===== src/rtl/router_pkg.sv =====
// Shared packet layout constants and hop-field helpers for the router input port.
package router_pkg;

  localparam int HOP_MSB_DEF = 55;
  localparam int HOP_LSB_DEF = 48;
  localparam int PKT_W_DEF   = 64;
  localparam int PKT_MAX_W   = 256;

  typedef logic [PKT_W_DEF-1:0] pkt_t;
  typedef logic [PKT_MAX_W-1:0] pkt_wide_t;

  // Helpers work on a wide container so any DATA_WIDTH up to PKT_MAX_W can use them.
  function automatic pkt_wide_t hop_mask(input int msb, input int lsb);
    return ((pkt_wide_t'(1) << (msb - lsb + 1)) - pkt_wide_t'(1)) << lsb;
  endfunction

  function automatic pkt_wide_t hop_get(input pkt_wide_t p, input int msb, input int lsb);
    return (p & hop_mask(msb, lsb)) >> lsb;
  endfunction

  // Field wraps inside its own width; bits outside the field pass through.
  function automatic pkt_wide_t hop_dec(input pkt_wide_t p, input int msb, input int lsb);
    pkt_wide_t m;
    m = hop_mask(msb, lsb);
    return (p & ~m) | (((hop_get(p, msb, lsb) - pkt_wide_t'(1)) << lsb) & m);
  endfunction

endpackage


===== src/rtl/router_input_port_if.sv =====
// Upstream link + arbiter side bundle of the router input port.
// Optional ROUTER_IN_STATS_EN adds the per-VC pop counters.
interface router_input_port_if #(
  parameter int DATA_WIDTH = 64,
  parameter int NUM_VC     = 2,
  parameter int VCW        = $clog2(NUM_VC)
);
  logic                         si;
  logic [VCW-1:0]               si_vc;
  logic [DATA_WIDTH-1:0]        di;
  logic [NUM_VC-1:0]            ri;
  logic [VCW-1:0]               rd_phase;
  logic [NUM_VC-1:0]            req_fwd;
  logic [NUM_VC-1:0]            req_pe;
  logic [NUM_VC-1:0]            gnt_fwd;
  logic [NUM_VC-1:0]            gnt_pe;
  logic [NUM_VC*DATA_WIDTH-1:0] dout_fwd;
  logic [NUM_VC*DATA_WIDTH-1:0] dout_pe;
  logic                         ovf_err;
`ifdef ROUTER_IN_STATS_EN
  logic [NUM_VC*16-1:0]         pkt_cnt;

  modport master (output si, si_vc, di, rd_phase, gnt_fwd, gnt_pe,
                  input  ri, req_fwd, req_pe, dout_fwd, dout_pe, ovf_err, pkt_cnt);
  modport slave  (input  si, si_vc, di, rd_phase, gnt_fwd, gnt_pe,
                  output ri, req_fwd, req_pe, dout_fwd, dout_pe, ovf_err, pkt_cnt);
`else
  modport master (output si, si_vc, di, rd_phase, gnt_fwd, gnt_pe,
                  input  ri, req_fwd, req_pe, dout_fwd, dout_pe, ovf_err);
  modport slave  (input  si, si_vc, di, rd_phase, gnt_fwd, gnt_pe,
                  output ri, req_fwd, req_pe, dout_fwd, dout_pe, ovf_err);
`endif
endinterface


===== src/rtl/router_vc_fifo.sv =====
// Single virtual-channel circular FIFO, first-word-fall-through head, zero when empty.
module router_vc_fifo #(
  parameter  int DATA_WIDTH = 64,
  parameter  int DEPTH      = 4,
  localparam int PW         = $clog2(DEPTH),
  localparam int CW         = PW + 1
) (
  input  logic                  clk,
  input  logic                  rst,
  input  logic                  push_i,
  input  logic                  pop_i,
  input  logic [DATA_WIDTH-1:0] din_i,
  output logic [DATA_WIDTH-1:0] head_o,
  output logic [CW-1:0]         count_o,
  output logic                  full_o,
  output logic                  empty_o
);
  logic [DATA_WIDTH-1:0] mem_q [DEPTH];
  logic [PW-1:0]         wr_q, wr_d, rd_q, rd_d;
  logic [CW-1:0]         cnt_q, cnt_d;
  logic                  push_ok, pop_ok;

  assign full_o  = (cnt_q == CW'(DEPTH));
  assign empty_o = (cnt_q == '0);
  assign count_o = cnt_q;
  assign head_o  = empty_o ? '0 : mem_q[rd_q];

  // Acceptance looks only at the start-of-cycle count, so a same-cycle pop never frees room.
  assign push_ok = push_i & ~full_o;
  assign pop_ok  = pop_i & ~empty_o;

  always_comb begin
    wr_d  = wr_q;
    rd_d  = rd_q;
    cnt_d = cnt_q;
    if (push_ok) wr_d = wr_q + PW'(1);
    if (pop_ok)  rd_d = rd_q + PW'(1);
    case ({push_ok, pop_ok})
      2'b10:   cnt_d = cnt_q + CW'(1);
      2'b01:   cnt_d = cnt_q - CW'(1);
      default: cnt_d = cnt_q;
    endcase
  end

  always_ff @(posedge clk) begin
    if (rst) begin
      wr_q  <= '0;
      rd_q  <= '0;
      cnt_q <= '0;
    end else begin
      wr_q  <= wr_d;
      rd_q  <= rd_d;
      cnt_q <= cnt_d;
    end
  end

  always_ff @(posedge clk) begin
    if (push_ok) mem_q[wr_q] <= din_i;
  end

endmodule


===== src/rtl/router_input_port.sv =====
// Router input port: NUM_VC FIFOs, hop-based steering to forward/PE outputs, sticky overflow.
// Optional ROUTER_IN_STATS_EN adds saturating per-VC pop counters on pkt_cnt.
module router_input_port
  import router_pkg::*;
#(
  parameter  int DATA_WIDTH = PKT_W_DEF,
  parameter  int NUM_VC     = 2,
  parameter  int FIFO_DEPTH = 4,
  parameter  int HOP_MSB    = HOP_MSB_DEF,
  parameter  int HOP_LSB    = HOP_LSB_DEF,
  localparam int VCW        = $clog2(NUM_VC),
  localparam int CW         = $clog2(FIFO_DEPTH) + 1
) (
  input logic                clk,
  input logic                rst,
  router_input_port_if.slave bus
);
  logic [NUM_VC-1:0]                 push, pop, full, empty;
  logic [NUM_VC-1:0]                 req_fwd, req_pe, ri;
  logic [NUM_VC-1:0][DATA_WIDTH-1:0] head, head_fwd;
  logic [NUM_VC-1:0][CW-1:0]         count;
  logic                              ovf_q, ovf_d;

  for (genvar v = 0; v < NUM_VC; v++) begin : g_vc
    logic act, hop_nz;

    assign push[v] = bus.si && (bus.si_vc == VCW'(v));
    assign act     = ~empty[v] && (bus.rd_phase == VCW'(v));
    assign hop_nz  = (hop_get(pkt_wide_t'(head[v]), HOP_MSB, HOP_LSB) != '0);

    assign req_fwd[v] = act & hop_nz;
    assign req_pe[v]  = act & ~hop_nz;
    // Grants only count against the direction actually requested.
    assign pop[v]     = (bus.gnt_fwd[v] & req_fwd[v]) | (bus.gnt_pe[v] & req_pe[v]);
    assign ri[v]      = (count[v] < CW'(FIFO_DEPTH));

    assign head_fwd[v] = empty[v] ? '0
                       : DATA_WIDTH'(hop_dec(pkt_wide_t'(head[v]), HOP_MSB, HOP_LSB));

    router_vc_fifo #(
      .DATA_WIDTH (DATA_WIDTH),
      .DEPTH      (FIFO_DEPTH)
    ) u_fifo (
      .clk     (clk),
      .rst     (rst),
      .push_i  (push[v]),
      .pop_i   (pop[v]),
      .din_i   (bus.di),
      .head_o  (head[v]),
      .count_o (count[v]),
      .full_o  (full[v]),
      .empty_o (empty[v])
    );
  end

  assign bus.req_fwd  = req_fwd;
  assign bus.req_pe   = req_pe;
  assign bus.ri       = ri;
  assign bus.dout_pe  = head;
  assign bus.dout_fwd = head_fwd;
  assign bus.ovf_err  = ovf_q;

  assign ovf_d = ovf_q | (|(push & full));

  always_ff @(posedge clk) begin
    if (rst) ovf_q <= 1'b0;
    else     ovf_q <= ovf_d;
  end

`ifdef ROUTER_IN_STATS_EN
  logic [NUM_VC-1:0][15:0] pkt_cnt_q, pkt_cnt_d;

  always_comb begin
    pkt_cnt_d = pkt_cnt_q;
    for (int v = 0; v < NUM_VC; v++) begin
      if (pop[v] && (pkt_cnt_q[v] != 16'hFFFF)) pkt_cnt_d[v] = pkt_cnt_q[v] + 16'd1;
    end
  end

  always_ff @(posedge clk) begin
    if (rst) pkt_cnt_q <= '0;
    else     pkt_cnt_q <= pkt_cnt_d;
  end

  assign bus.pkt_cnt = pkt_cnt_q;
`endif

endmodule


===== src/flat_wrapper.sv =====
// flat-port wrapper written by rule: the top's interface ports become plain ports
module router_input_port_flat import router_pkg::*;
#(
  parameter  int DATA_WIDTH = PKT_W_DEF,
  parameter  int NUM_VC     = 2,
  parameter  int FIFO_DEPTH = 4,
  parameter  int HOP_MSB    = HOP_MSB_DEF,
  parameter  int HOP_LSB    = HOP_LSB_DEF,
  localparam int VCW        = $clog2(NUM_VC),
  localparam int CW         = $clog2(FIFO_DEPTH) + 1
)
  (clk, rst, bus_si, bus_si_vc, bus_di, bus_rd_phase, bus_gnt_fwd, bus_gnt_pe, bus_ri, bus_req_fwd, bus_req_pe, bus_dout_fwd, bus_dout_pe, bus_ovf_err);
  router_input_port_if #(.DATA_WIDTH(DATA_WIDTH), .NUM_VC(NUM_VC)) bus_i ();
  input logic clk;
  input logic rst;
  input wire logic [$bits(bus_i.si)-1:0] bus_si;
  input wire logic [$bits(bus_i.si_vc)-1:0] bus_si_vc;
  input wire logic [$bits(bus_i.di)-1:0] bus_di;
  input wire logic [$bits(bus_i.rd_phase)-1:0] bus_rd_phase;
  input wire logic [$bits(bus_i.gnt_fwd)-1:0] bus_gnt_fwd;
  input wire logic [$bits(bus_i.gnt_pe)-1:0] bus_gnt_pe;
  output wire logic [$bits(bus_i.ri)-1:0] bus_ri;
  output wire logic [$bits(bus_i.req_fwd)-1:0] bus_req_fwd;
  output wire logic [$bits(bus_i.req_pe)-1:0] bus_req_pe;
  output wire logic [$bits(bus_i.dout_fwd)-1:0] bus_dout_fwd;
  output wire logic [$bits(bus_i.dout_pe)-1:0] bus_dout_pe;
  output wire logic [$bits(bus_i.ovf_err)-1:0] bus_ovf_err;
  assign bus_i.si = bus_si;
  assign bus_i.si_vc = bus_si_vc;
  assign bus_i.di = bus_di;
  assign bus_i.rd_phase = bus_rd_phase;
  assign bus_i.gnt_fwd = bus_gnt_fwd;
  assign bus_i.gnt_pe = bus_gnt_pe;
  assign bus_ri = bus_i.ri;
  assign bus_req_fwd = bus_i.req_fwd;
  assign bus_req_pe = bus_i.req_pe;
  assign bus_dout_fwd = bus_i.dout_fwd;
  assign bus_dout_pe = bus_i.dout_pe;
  assign bus_ovf_err = bus_i.ovf_err;
  router_input_port #(.DATA_WIDTH(DATA_WIDTH), .NUM_VC(NUM_VC), .FIFO_DEPTH(FIFO_DEPTH), .HOP_MSB(HOP_MSB), .HOP_LSB(HOP_LSB)) u_core (.clk(clk), .rst(rst), .bus(bus_i));
endmodule

===== config.mk =====
export PLATFORM = sky130hd
export DESIGN_NAME = router_input_port_flat
export DESIGN_NICKNAME = d
export VERILOG_FILES = /design/src/rtl/router_pkg.sv /design/src/rtl/router_input_port_if.sv /design/src/rtl/router_vc_fifo.sv /design/src/rtl/router_input_port.sv /design/src/flat_wrapper.sv
export SDC_FILE = /design/constraint.sdc
export NUM_CORES = 1
export LEC_CHECK = 0
export BUFFER_PORTS_ARGS = -buffer_cell sky130_fd_sc_hd__buf_2
export CAP_MARGIN = 10
export CORE_MARGIN = 1
export CORE_UTILIZATION = 35
export CTS_CLUSTER_SIZE = 28
export DETAILED_ROUTE_END_ITERATION = 12
export PLACE_DENSITY = 0.64
export SLEW_MARGIN = 20
export SYNTH_ARGS = -nofsm -noshare
export SYNTH_HDL_FRONTEND = slang
export SYNTH_SLANG_ARGS = --single-unit

===== constraint.sdc =====
create_clock -name clk -period 5 [get_ports clk]
set_input_delay 0.5 -clock clk [delete_from_list [all_inputs] [get_ports clk]]
set_output_delay 0.5 -clock clk [all_outputs]
set_load 0.005 [all_outputs]

==> metrics <==
WL per Instance=between 20 and 25 um; critical path fanouts, max=34; initial antenna violation count=5; CTS Hold Bufs=0; Root Driver=clkbuf_16; row count=90; Post-Synth Simple-Gate Area=between 5 and 6%; crit share post-route=about four fifths; synthesized instance count=between 1k and 1.5k; critical path class=flip-flop to primary output; top cells by area, synth=edfxtp_1 71%, mux4_2 13%, buf_4 3.9%; Layout fillers=between 5k and 6k; post-DR vias/cell=approximately 4.8; Synth Area in XOR/XNOR=less than 1%; Die X=approximately 250 um; Post-CTS Resized=0; worst-skew pair later-pin latency=roughly 600 ps; max_cap viols=0; post-synthesis mux area share=roughly 14%; Post-CTS Setup Repair Bufs=0; Post-synth ARST share=0%; vias in the first global route=~11k; number of diodes=0; largest family of logic cells by synthesized area=multiplexers; syn_nets=1197; Detailed Place HPWL=28800 um; commonest non-fill, non-tap cell in the layout=edfxtp_1; max-slew violation count=0; status=finished, final reports clean; share of total power in sequential cells=50.5%; Starting Density=between 30% and 40%; clock skew=between 10 and 15 ps; complex-gate fraction of the synthesized area=less than 1%; RSZ-0062 raised after global routing=no; area share of the largest cell type after synthesis=between 70% and 80%; CP Capture Type=primary output; Total GRT Usage=roughly 15%; nets=~1.4k; cell taking the most area after synthesis=edfxtp_1; fraction of layout cells with a size suffix above 1=about two fifths; Pleak=a little under 9 nW; Cell variety after synth=39; VDD IR-drop max=between 0.3 and 0.4 mV; core area=roughly 0.06 mm2; H-tree Lvls=2; most frequent cells in the layout=512 x edfxtp_1, 335 x buf_2, 129 x nor2b_1, 126 x mux4_2, 54 x clkbuf_16; Crit-path slowest cell=dfxtp_4; Crit path arrival time=around 3500 ps; 1st-iter DRT viols=approximately 680; worst path required time=between 4000 and 5000 ps; Synth Area in Adders=less than 1%; Slew HR=between 20% and 30%; measured slew at the worst slew-check pin=about 1100 ps; WL final=47600 um; sw power=between 0.002 and 0.0025 W; Internal Power=between 0.007 and 0.008 W; GR Overflow Total=0; Startpoint Class=flip-flop; Logic pwr share=between 10% and 20%; clock sink count=around 530; clock share of power=between 30% and 40%; CP Buf/Inv Count=2; Top Ports=roughly 340; Yosys warning total=0; post-route ant nets=0; Die Height=around 250 um; cell family with most CP delay=multiplexers; CTS Buffer Depth=3; crit-path max cell delay=slightly below 700 ps; Die Area=between 0.06 and 0.07 mm2; fmax=about 250 MHz; DR vias=10.6k; area delta synth->final=16.1%; mapped cell area=~0.022 mm2; Hold WC Path Type=input pin to flip-flop; cts bufs inserted=between 50 and 60; pin count of the biggest net entering global routing=65; final hold violations=0; Seq cells post-synth=531; fin crit period=around 4000 ps; routability congestion estimate=between 0.7 and 0.8; Cell Chain, Critical Path=buf_4, mux4_2, nor3_2, a21oi_1, nor3_1, mux2_1, buf_2; CTS tree=done; number of flops mapped to enable cells by yosys=between 500 and 600; CTS clock-pin slew for the worst setup and hold paths=60 ps; Pwr per Cell Area=~400 mW/mm2; mean post-synth cell area=a little under 20 um2; sequential-to-total area share from yosys stat=72.8%; final setup violating endpoints=0; Util after Layout=about two fifths; DR pass1 iterations=5; DRC Markers=0; main flop type after synthesis=edfxtp_1; switching part of the total power=24.2%; first-pass GRT wire length=70300 um; IO Port Bufs=between 300 and 400; Final TNS setup=0 ps
==> power groups by stage <==
| stage | registers (W) | clock network (W) | logic (W) |
|---|---|---|---|
| 6_report | 0.00504 | 0.00369 | 0.00124 |
| 5_1_grt | 0.00505 | 0.00395 | 0.00136 |
| 4_1_cts | 0.00504 | 0.00379 | 0.00127 |
| 3_5_place_dp | 0.00513 | 0 | 0.00126 |
| 3_3_place_gp | 0.00513 | 0 | 0.00126 |
| 2_1_floorplan | 0.00511 | 0 | 0.000834 |
==> cell usage after synthesis, types with 2 or more instances <==
cell type,instances
clkbuf_1,27
edfxtp_1,512
buf_4,112
buf_2,14
mux2_4,2
o21ai_0,3
a21oi_1,7
inv_1,19
buf_6,2
mux2_1,3
mux2i_4,2
xor2_1,8
xnor2_1,8
nand4_1,2
buf_1,2
nor3_1,5
or3_1,2
dfxtp_1,19
nand2_1,11
nor3_2,2
mux2_2,5
mux2i_1,4
nor2_4,2
nor2_2,3
mux4_1,2
nor2_1,37
nor2b_1,129
nand3_1,8
and2_1,9
mux4_2,126
fa_1,2
ha_1,13
==> worst paths after layout <==
path | startpoint | end | slack, ps | cells after the start
setup / recovery | flip-flop | bus_dout_fwd[55] | 990 | 7
setup reg to reg | flip-flop | u_core.g_vc[0].u_fifo.count_o[2] | 1340 | 11
hold reg to reg | u_core.bus.ovf_err | u_core.bus.ovf_err | 490 | 2
hold / removal | bus_di[21] | u_core.g_vc[1].u_fifo.mem_q[0][21] | 170 | 1
==> final cells by class <==
class	instances	area, um2	share of cell area (%)
inverter	19	71.3	0.284
sequential	531	15800	62.8
multi-input combinational	402	4790	19.1
tap	782	978	3.90
clock buffer	65	1390	5.55
clock inverter	33	213	0.847
timing repair buffer	353	1890	7.53
==> layer usage <==
metal  GRT usage [%]  wire length [um]  up-vias
met1            20.8             21100     5496
met4            3.82               782       10
met5               0                57        -
li1                -                 -     4689
met3            3.50              2670       63
met2            24.5             22900      312
==> worst reg2reg max path: stages (launching register included) <==
cell and delay [ps]:
dfxtp_4 680, buf_4 650, mux4_2 470, nor2_4 150
nand4b_4 170, mux2i_4 260, ha_1 220, inv_1 60
fa_1 370, xor2_1 150, or3_1 300, a21oi_1 140
==> flip-flops by register name, indices dropped and copies added, names as in the netlist, named ones only <==
register and flops:
u_core.bus.ovf_err 1, u_core.g_vc.u_fifo.count_o 6, u_core.g_vc.u_fifo.mem_q 512, u_core.g_vc.u_fifo.rd_q 4
u_core.g_vc.u_fifo.wr_q 4
==> through the flow <==
step / hold slack (ps) / instance area (um2) / worst slack [ps] / cells / power, W
2_1_floorplan: 460 / 21600 / 1650 / 1109 / 0.00595
3_3_place_gp: 447 / 23400 / 1300 / 2083 / 0.00638
3_5_place_dp: 480 / 23400 / 1260 / 2084 / 0.00639
4_1_cts: 123 / 25000 / 856 / 2182 / 0.0101
5_1_grt: 145 / 25100 / 804 / 2185 / 0.0104
6_report: 169 / 25100 / 989 / 2185 / 0.00997
==> cells by family (layout without fill, tap and decap cells) <==
kind of cell / count (synthesis) / in the layout
compound gates: 12 / 12
xor+xnor: 16 / 16
fa+ha+maj: 15 / 15
buf+inv: 176 / 470
flops: 531 / 531
mux: 144 / 144
simple gates: 215 / 215
Note: power is estimated with default switching activity, not from simulation.
